$ cat src/rtl/mult_share_arbiter.sv
// ---------------------------------------------------------------------------
// mult_share_arbiter
//
// Shares one pipelined Q2.22 multiplier (fixed latency, no stall) among
// N_REQ requesters. Requests are granted round-robin, one per clock. Each
// issued operation is tagged with its requester ID in a shift pipeline that
// is aligned with the multiplier latency. The product is then routed back to
// that requester as a one-cycle resp_valid pulse on the shared resp_p bus.
//
// Optional build macro:
//   MULT_ARB_ERRCHK_EN - when defined, err is a sticky flag. It sets when a
//                        multiplier valid pulse and the head tag disagree.
//                        When undefined, err is tied to 0.
//
// Ports:
//   clk, rst        rising-edge clock, asynchronous active-high reset
//   en              1 = grant new requests, 0 = drain in-flight work then idle
//   req_valid       per-requester request valid (held until accepted)
//   req_a, req_b    packed operands, requester i in bits [i*DW +: DW]
//   req_ready       one-hot combinational grant
//   resp_valid      one-hot result pulse for the owning requester
//   resp_p          shared result bus, holds between pulses
//   mul_a, mul_b    registered operands to the multiplier
//   mul_valid_in    registered issue strobe to the multiplier
//   mul_p           multiplier product (held-type)
//   mul_valid_out   multiplier result pulse
//   busy            1 while not idle
//   err             sticky tag/valid mismatch flag (ERRCHK build only)
// ---------------------------------------------------------------------------
module mult_share_arbiter #(
  parameter int N_REQ   = 4,
  parameter int ID_W    = 2,
  parameter int MUL_LAT = 6,
  parameter int DW      = 24
) (
  input  logic                clk,
  input  logic                rst,
  input  logic                en,
  input  logic [N_REQ-1:0]    req_valid,
  input  logic [N_REQ*DW-1:0] req_a,
  input  logic [N_REQ*DW-1:0] req_b,
  output logic [N_REQ-1:0]    req_ready,
  output logic [N_REQ-1:0]    resp_valid,
  output logic [DW-1:0]       resp_p,
  output logic [DW-1:0]       mul_a,
  output logic [DW-1:0]       mul_b,
  output logic                mul_valid_in,
  input  logic [DW-1:0]       mul_p,
  input  logic                mul_valid_out,
  output logic                busy,
  output logic                err
);

  // The tag pipe has one more stage than the multiplier latency because the
  // issue register adds a cycle in front of the multiplier.
  localparam int PIPE_N = MUL_LAT + 1;
  localparam int CNT_W  = $clog2(MUL_LAT + 3);

  typedef enum logic [1:0] {
    IDLE  = 2'd0,
    RUN   = 2'd1,
    DRAIN = 2'd2
  } state_t;

  state_t                  state_q, state_d;
  logic [ID_W-1:0]         rr_ptr_q, rr_ptr_d;
  logic [PIPE_N-1:0]       tag_v_q, tag_v_d;
  logic [PIPE_N*ID_W-1:0]  tag_id_q, tag_id_d;
  logic [CNT_W-1:0]        cnt_q, cnt_d;
  logic [DW-1:0]           mul_a_q, mul_a_d;
  logic [DW-1:0]           mul_b_q, mul_b_d;
  logic                    mul_vld_q, mul_vld_d;
  logic [N_REQ-1:0]        resp_valid_q, resp_valid_d;
  logic [DW-1:0]           resp_p_q, resp_p_d;

  // Arbitration results
  logic                    xfer;
  logic [ID_W-1:0]         grant_id;
  logic [ID_W:0]           cand_w;
  logic [ID_W-1:0]         cand;
  logic [N_REQ-1:0]        grant_oh;
  logic [DW-1:0]           sel_a;
  logic [DW-1:0]           sel_b;

  // Tag pipe head
  logic                    head_v;
  logic [ID_W-1:0]         head_id;
  logic                    deliver;

  // -------------------------------------------------------------------------
  // Round-robin arbiter: scan from rr_ptr upward, wrapping, and take the first
  // valid requester. Grants are also gated by en so that dropping en stops
  // issue in the same cycle rather than one cycle later.
  // -------------------------------------------------------------------------
  always_comb begin
    xfer     = 1'b0;
    grant_id = '0;
    cand_w   = '0;
    cand     = '0;
    if (state_q == RUN && en) begin
      for (int k = 0; k < N_REQ; k++) begin
        cand_w = {1'b0, rr_ptr_q} + (ID_W+1)'(k);
        if (cand_w >= (ID_W+1)'(N_REQ)) begin
          cand_w = cand_w - (ID_W+1)'(N_REQ);
        end
        cand = cand_w[ID_W-1:0];
        if (!xfer && req_valid[cand]) begin
          xfer     = 1'b1;
          grant_id = cand;
        end
      end
    end
  end

  // One-hot grant and operand select for the winning requester.
  always_comb begin
    grant_oh = '0;
    sel_a    = '0;
    sel_b    = '0;
    if (xfer) begin
      grant_oh[grant_id] = 1'b1;
    end
    for (int i = 0; i < N_REQ; i++) begin
      if (grant_id == ID_W'(i)) begin
        sel_a = req_a[i*DW +: DW];
        sel_b = req_b[i*DW +: DW];
      end
    end
  end

  assign req_ready = grant_oh;

  // -------------------------------------------------------------------------
  // Issue register, tag pipe, pointer and in-flight count
  // -------------------------------------------------------------------------
  assign head_v  = tag_v_q[PIPE_N-1];
  assign head_id = tag_id_q[PIPE_N*ID_W-1 -: ID_W];

  // A result is routed only when a live tag meets a multiplier pulse. Stray
  // pulses (no live tag, e.g. leftovers from before a reset) are ignored. A
  // live tag without a pulse produces no response.
  assign deliver = head_v & mul_valid_out;

  always_comb begin
    rr_ptr_d  = rr_ptr_q;
    mul_a_d   = mul_a_q;
    mul_b_d   = mul_b_q;
    mul_vld_d = xfer;
    if (xfer) begin
      mul_a_d = sel_a;
      mul_b_d = sel_b;
      if (grant_id == ID_W'(N_REQ - 1)) begin
        rr_ptr_d = '0;
      end else begin
        rr_ptr_d = grant_id + ID_W'(1);
      end
    end

    // Newest entry enters at stage 0; the head is the oldest stage.
    tag_v_d  = {tag_v_q[PIPE_N-2:0], xfer};
    tag_id_d = {tag_id_q[(PIPE_N-1)*ID_W-1:0], grant_id};

    // The count tracks issued tags still in the pipe. A tag leaves when it
    // reaches the head, whether or not its pulse arrived.
    cnt_d = cnt_q;
    if (xfer && !head_v) begin
      cnt_d = cnt_q + CNT_W'(1);
    end else if (!xfer && head_v) begin
      cnt_d = cnt_q - CNT_W'(1);
    end
  end

  // -------------------------------------------------------------------------
  // Response routing
  // -------------------------------------------------------------------------
  always_comb begin
    resp_valid_d = '0;
    resp_p_d     = resp_p_q;
    if (deliver) begin
      resp_valid_d[head_id] = 1'b1;
      resp_p_d              = mul_p;
    end
  end

  // -------------------------------------------------------------------------
  // Control FSM
  // -------------------------------------------------------------------------
  always_comb begin
    state_d = state_q;
    unique case (state_q)
      IDLE:    if (en) state_d = RUN;
      RUN:     if (!en) state_d = DRAIN;
      DRAIN: begin
        if (en) begin
          state_d = RUN;
        end else if (cnt_q == '0) begin
          state_d = IDLE;
        end
      end
      default: state_d = IDLE;
    endcase
  end

  always_ff @(posedge clk or posedge rst) begin
    if (rst) begin
      state_q      <= IDLE;
      rr_ptr_q     <= '0;
      tag_v_q      <= '0;
      tag_id_q     <= '0;
      cnt_q        <= '0;
      mul_a_q      <= '0;
      mul_b_q      <= '0;
      mul_vld_q    <= 1'b0;
      resp_valid_q <= '0;
      resp_p_q     <= '0;
    end else begin
      state_q      <= state_d;
      rr_ptr_q     <= rr_ptr_d;
      tag_v_q      <= tag_v_d;
      tag_id_q     <= tag_id_d;
      cnt_q        <= cnt_d;
      mul_a_q      <= mul_a_d;
      mul_b_q      <= mul_b_d;
      mul_vld_q    <= mul_vld_d;
      resp_valid_q <= resp_valid_d;
      resp_p_q     <= resp_p_d;
    end
  end

  assign mul_a        = mul_a_q;
  assign mul_b        = mul_b_q;
  assign mul_valid_in = mul_vld_q;
  assign resp_valid   = resp_valid_q;
  assign resp_p       = resp_p_q;
  assign busy         = (state_q != IDLE);

`ifdef MULT_ARB_ERRCHK_EN
  // -------------------------------------------------------------------------
  // Tag/valid consistency check. After reset the multiplier may still emit
  // pulses for work issued before the reset, so stray pulses are not flagged
  // until the multiplier has had time to flush.
  // -------------------------------------------------------------------------
  logic             err_q, err_d;
  logic [CNT_W-1:0] guard_q, guard_d;

  always_comb begin
    guard_d = guard_q;
    if (guard_q != '0) begin
      guard_d = guard_q - CNT_W'(1);
    end
    err_d = err_q;
    if (head_v && !mul_valid_out) begin
      err_d = 1'b1;
    end
    if (!head_v && mul_valid_out && guard_q == '0) begin
      err_d = 1'b1;
    end
  end

  always_ff @(posedge clk or posedge rst) begin
    if (rst) begin
      err_q   <= 1'b0;
      guard_q <= CNT_W'(MUL_LAT + 1);
    end else begin
      err_q   <= err_d;
      guard_q <= guard_d;
    end
  end

  assign err = err_q;
`else
  assign err = 1'b0;
`endif

endmodule
$ cat config.mk
export PLATFORM = sky130hd
export DESIGN_NAME = mult_share_arbiter
export DESIGN_NICKNAME = d
export VERILOG_FILES = /design/src/rtl/mult_share_arbiter.sv
export SDC_FILE = /design/constraint.sdc
export NUM_CORES = 1
export LEC_CHECK = 0
export CAP_MARGIN = 20
export CORE_MARGIN = 2
export CORE_UTILIZATION = 30
export CTS_BUF_LIST = sky130_fd_sc_hd__clkbuf_8
export DETAILED_ROUTE_END_ITERATION = 8
export PLACE_DENSITY = 0.68
export SLEW_MARGIN = 20
export SYNTH_ARGS = -nofsm -noshare
export SYNTH_HDL_FRONTEND = slang
export SYNTH_SLANG_ARGS = --single-unit
$ cat constraint.sdc
create_clock -name clk -period 4.5 [get_ports clk]
set_clock_uncertainty 0.15 [all_clocks]
set_input_delay 0.9 -clock clk [delete_from_list [all_inputs] [get_ports clk]]
set_output_delay 0.9 -clock clk [all_outputs]
set_load 0.05 [all_outputs]
# ---- Yosys cells after proc, flatten, opt, wreduce, memory -nomap -nowiden
# Index checks and enable logic that the tools add are counted.
dict set report totals {
  n_memories 0
  reg_bits 106
  out_inout_bits 83
  rom_bits 0
  latchBits 0
  in_bits 224
  mem_bits_rw 0
}
dict set report op_classes {
  n_addsub 10
  div 0
  n_eq_ne 8
  n_reduce_logical 19
  muxes 51
  bitwise 1
  mul 0
  order_cmp 12
  shift 0
}
# operator n
set op_table {}
lappend op_table {{$mux 24} 8}
lappend op_table {{$mux 2} 18}
lappend op_table {{$lt 2x3->1 const B} 6}
lappend op_table {{$mux 4} 4}
lappend op_table {{$mux 1} 14}
lappend op_table {{$ge 3x3->1 const B} 3}
lappend op_table {{$bmux 1 s2} 4}
lappend op_table {{$logic_and 1x1->1} 8}
lappend op_table {{$sub 2x1->2 const B} 4}
lappend op_table {{$add 2x2->3 const B} 2}
lappend op_table {{$eq 2x2->1 const B} 3}
lappend op_table {{$pmux 2 s3} 1}
lappend op_table {{$logic_not 1->1} 5}
lappend op_table {{$add 4x1->4 const B} 1}
lappend op_table {{$demux 1 s2} 2}
lappend op_table {{$eq 2x1->1 const B} 2}
lappend op_table {{$ge 2x1->1 const B} 2}
lappend op_table {{$logic_not 2->1} 2}
lappend op_table {{$logic_not 4->1} 1}
lappend op_table {{$ne 2x2->1 const B} 2}
lappend op_table {{$reduce_bool 2->1} 2}
lappend op_table {{$sub 4x1->4 const B} 1}
lappend op_table {{$add 2x1->3 const B} 1}
lappend op_table {{$ge 2x3->1 const B} 1}
lappend op_table {{other kinds (4)} 4}

# ---- Logic depth before layout (Yosys ltp)
dict set report depth {
  ltp_word 24
  ltp_mapped 11
}

# ---- Worst setup path after synthesis
# Ideal clock, no wire load.
dict set report synth_timing {
  path_kind {input to output}
  startpoint {input req_valid[2]}
  endpoint {output req_ready[2]}
  required_time_ps 3450
  arrival_ps 3251
  path_stages 9
  path_slack_ps 199
  n_path_buf 4
  path_cell_list {or4_1 > buf_2 > o211ai_1 > or3_1 > ha_1 > clkbuf_1 > clkbuf_1 > clkbuf_1 > and3_1}
}
dict set report synth_between {
  elab_chain_len 21
}
# element line
set synth_lines {}
lappend synth_lines {{start, declared} 39} ;# input logic [N_REQ-1:0] req_valid,
lappend synth_lines {{$bmux 1 s2} 107} ;# if (!xfer && req_valid[cand]) begin
lappend synth_lines {{$mux 1 (implied by the code)} 107}
lappend synth_lines {{$mux 1} 107}
lappend synth_lines {{$mux 1} 100} ;# if (state_q == RUN && en) begin
lappend synth_lines {{$logic_not 1->1} 107}
lappend synth_lines {{$logic_and 1x1->1} 107}
lappend synth_lines {{$mux 1} 107}
lappend synth_lines {{$mux 1} 100}
lappend synth_lines {{[5 not listed]} -}
lappend synth_lines {{$logic_and 1x1->1} 107}
lappend synth_lines {{$mux 2} 107}
lappend synth_lines {{$mux 2} 100}
lappend synth_lines {{$lt 2x3->1 (implied by the code) or $ge 2x1->1 (tied branches)} 121} ;# grant_oh[grant_id] = 1'b1;
lappend synth_lines {{$logic_and 1x1->1 (implied by the code)} 121}
lappend synth_lines {{$mux 1 (implied by the code)} 121}
lappend synth_lines {{$demux 1 s2} 121}
lappend synth_lines {{$mux 4 (*)} 120} ;# if (xfer) begin
lappend synth_lines {{end, declared} 42} ;# output logic [N_REQ-1:0] req_ready,
# Mark *: on every way between the ends. The rest lies on a longest branch, timed or not. The select of a mux whose other input is x is not followed.

# ---- Final worst setup path
dict set report layout_timing {
  startpoint {input req_valid[1]}
  endpoint {output req_ready[0]}
}
# The elaborated chain is that of the path after synthesis.

==> out/qor.txt <==
wire length of the first global-routing pass -> 29900 um
Cell Area, Placed -> 8930 um2
Sinks on Clock Net -> 105
Finished Cell Area -> 9140 um2
# H-tree levels -> 3
Worst Max-Slew Pin Slew -> 1.03 ns
Buffers on Ports -> 305
Mapped Cells -> 594
synth top area cells -> dfrtp_1, a21oi_1, a221o_1
Worst setup EP type -> primary output
via count -> 5603
core box area -> 18600 um2
final setup vio count -> 0
leak pwr -> 3.69 nW
Chip Height -> 142 um
Max VDD drop -> 0.144 mV
CP Depth -> 7
synth-to-layout area growth -> 60.9%
Post-synth EDFFs -> 0
CP max-delay cell -> or4_2
share of layout cells above drive strength 1 -> 0.0762
Initial Utilization -> 0.305
Crit path required time -> 3.45 ns
Worst R2R Path Depth -> 7
Synth Flop Type -> dfrtp_1
Die Wd -> 142 um
total power per unit cell area -> 426 nW/um2
HP Class -> flip-flop to flip-flop
Site Rows -> 50
Post-Route WL -> 19500 um
Ys Warns -> 0
Final period util -> 0.939
Worst-Skew Late Latency -> 0.37 ns
total gr overflow -> 0
Distinct cells, synth -> 40
CTS buffer count -> 9
RSZ-0062 raised after global routing -> no
share of Yosys cell area claimed by the top area cell type -> 0.462
# resized after CTS -> 0
setup tns final -> 0 ns
post-route ant nets -> 0
Total GRT Usage -> 0.190
Max clock buf depth -> 2
Root Driver -> clkbuf_8
Hold Crit Depth -> 0
min Tclk post-route -> 4.22 ns
worst rel slew slack -> 0.314
delay-heaviest family, CP -> simple AND/OR/NAND/NOR gates
initial antenna violation count -> 1
type of origin of the critical path -> primary input
I/O Pins -> 307
placer's final routability congestion estimate -> 0.842
# Post-CTS Setup Buffers -> 0
Post-DP HPWL -> 13400 um
final core utilization -> 0.490
top post-synthesis cells by count -> dfrtp_1, a21oi_1, inv_1, nand2_1, nand3b_1
WL/cell -> 17.7 um
Seq cells post-synth -> 105
count of max-cap constraint violations -> 0
syn nets -> 826
vias in the first global route -> 5476
status -> finished clean
critical path, cell by cell -> clkdlybuf4s50_1 > or4_2 > o211ai_1 > or3_1 > ha_2 > and3_1 > buf_12
Seq/Total Area, Yosys -> 0.462
most frequent cell after synthesis -> dfrtp_1
TritonRoute pass-1 iters -> 5
fillers -> 1749
Worst Path Buf+Inv -> 2
async set or reset register ratio after synthesis -> 1.00
max-slew violation count -> 0
crit-path max FO -> 7
Worst Path Arrival -> 3.17 ns
CTS tree -> built
DR iter-0 viols -> 289
hold buffer count at CTS -> 0
Hold Vio Cnt, Final -> 0
largest net degree at the start of global routing -> 97
die area -> 20100 um2
Clock transition at path regs -> 0.10 ns
Post-route DRC -> 0
crit-path max cell delay -> 0.70 ns
Final #Nets -> 1093
Avg Cell Area, Syn -> 9.57 um2
Worst Setup Path Type -> primary input to primary output
FMAX -> 237 MHz
DR vias/cell -> 5.09
area leader, netlist -> dfrtp_1
mapped cell area -> 5680 um2
==> stage by stage <==
| step | power [mW] | instances | hold WS, ns | setup slack, ns |
|---|---|---|---|---|
| CTS | 3.94 | 1100 | 0.206 | 0.292 |
| global route | 4.11 | 1101 | 0.212 | 0.0975 |
| finish | 3.90 | 1101 | 0.206 | 0.276 |
| global placement | 3.28 | 1084 | 0.182 | 0.333 |
| floorplan | 2.53 | 594 | 0.181 | 0.199 |
| detailed placement | 3.29 | 1084 | 0.185 | 0.272 |
==> worst paths after layout <==
check,start,to,slack [ns]
setup / recovery,req_valid[1],req_ready[0],0.28
hold / removal,tag_id_q[9],tag_id_q[11],0.21
setup reg to reg,rr_ptr_q[1],mul_b[15],1.30
hold reg to reg,tag_id_q[9],tag_id_q[11],0.21
max in group asynchronous,rst,state_q[1],2.49
min in group asynchronous,rst,resp_valid[0],0.85
==> worst reg2reg max path: stages, from the launching register on <==
cell and delay (ns):
dfrtp_1 0.51, mux2i_1 0.28, o211ai_1 0.21, nor3_1 0.52, ha_4 0.21, buf_4 0.70
a221o_1 0.39, a31oi_1 0.09
==> layout make-up <==
cell class                      count  area (um2)  area share
Antenna cell                        1        2.50    0.000274
Clock buffer                        9         124      0.0136
Clock inverter                      7        82.6     0.00903
Inverter                           53         201      0.0220
Multi-Input combinational cell    376        2610       0.286
Sequential cell                   105        2630       0.287
Tap cell                          234         293      0.0320
Timing Repair Buffer              316        3200       0.350
==> where the power goes <==
group          switching [mW]  internal (mW)
clock network           0.364          0.269
logic                    1.16          0.797
registers               0.140           1.17
==> registers in the layout (all words and copies together) (netlist names), 4 cells and up <==
name and flops:
mul_a 24, mul_b 24, resp_p 24, tag_id_q 14, tag_v_q 7, cnt_q 4
resp_valid 4
==> cell families after synthesis <==
logic type / synth area share
adders and majority gates: 0.0189
buffers and inverters: 0.0845
DFF: 0.462
muxes: 0.0557
AOI/OAI and AO/OA: 0.240
and+or+nand+nor: 0.135
xor gates and xnor gates: 0.00308
other: 0.000660
==> metal layers <==
metal  vias to the layer above  global-route usage  wire length (um)
li1                       2707                   -                 -
met4                         0              0.0511               326
met1                      2660               0.234              8040
met3                        22              0.0624              1550
met2                       214               0.320              9560
met5                         -                   0                 0
==> layout by cell type, fill, tap and decap left out, types with 25 or more instances in the layout <==
master,count
a21oi_1,100
a221o_1,48
a31oi_1,48
clkdlybuf4s50_1,301
dfrtp_1,105
inv_1,53
mux2_2,25
nand2_1,50
nand3b_1,51
Power figures use the tool's default switching activity.
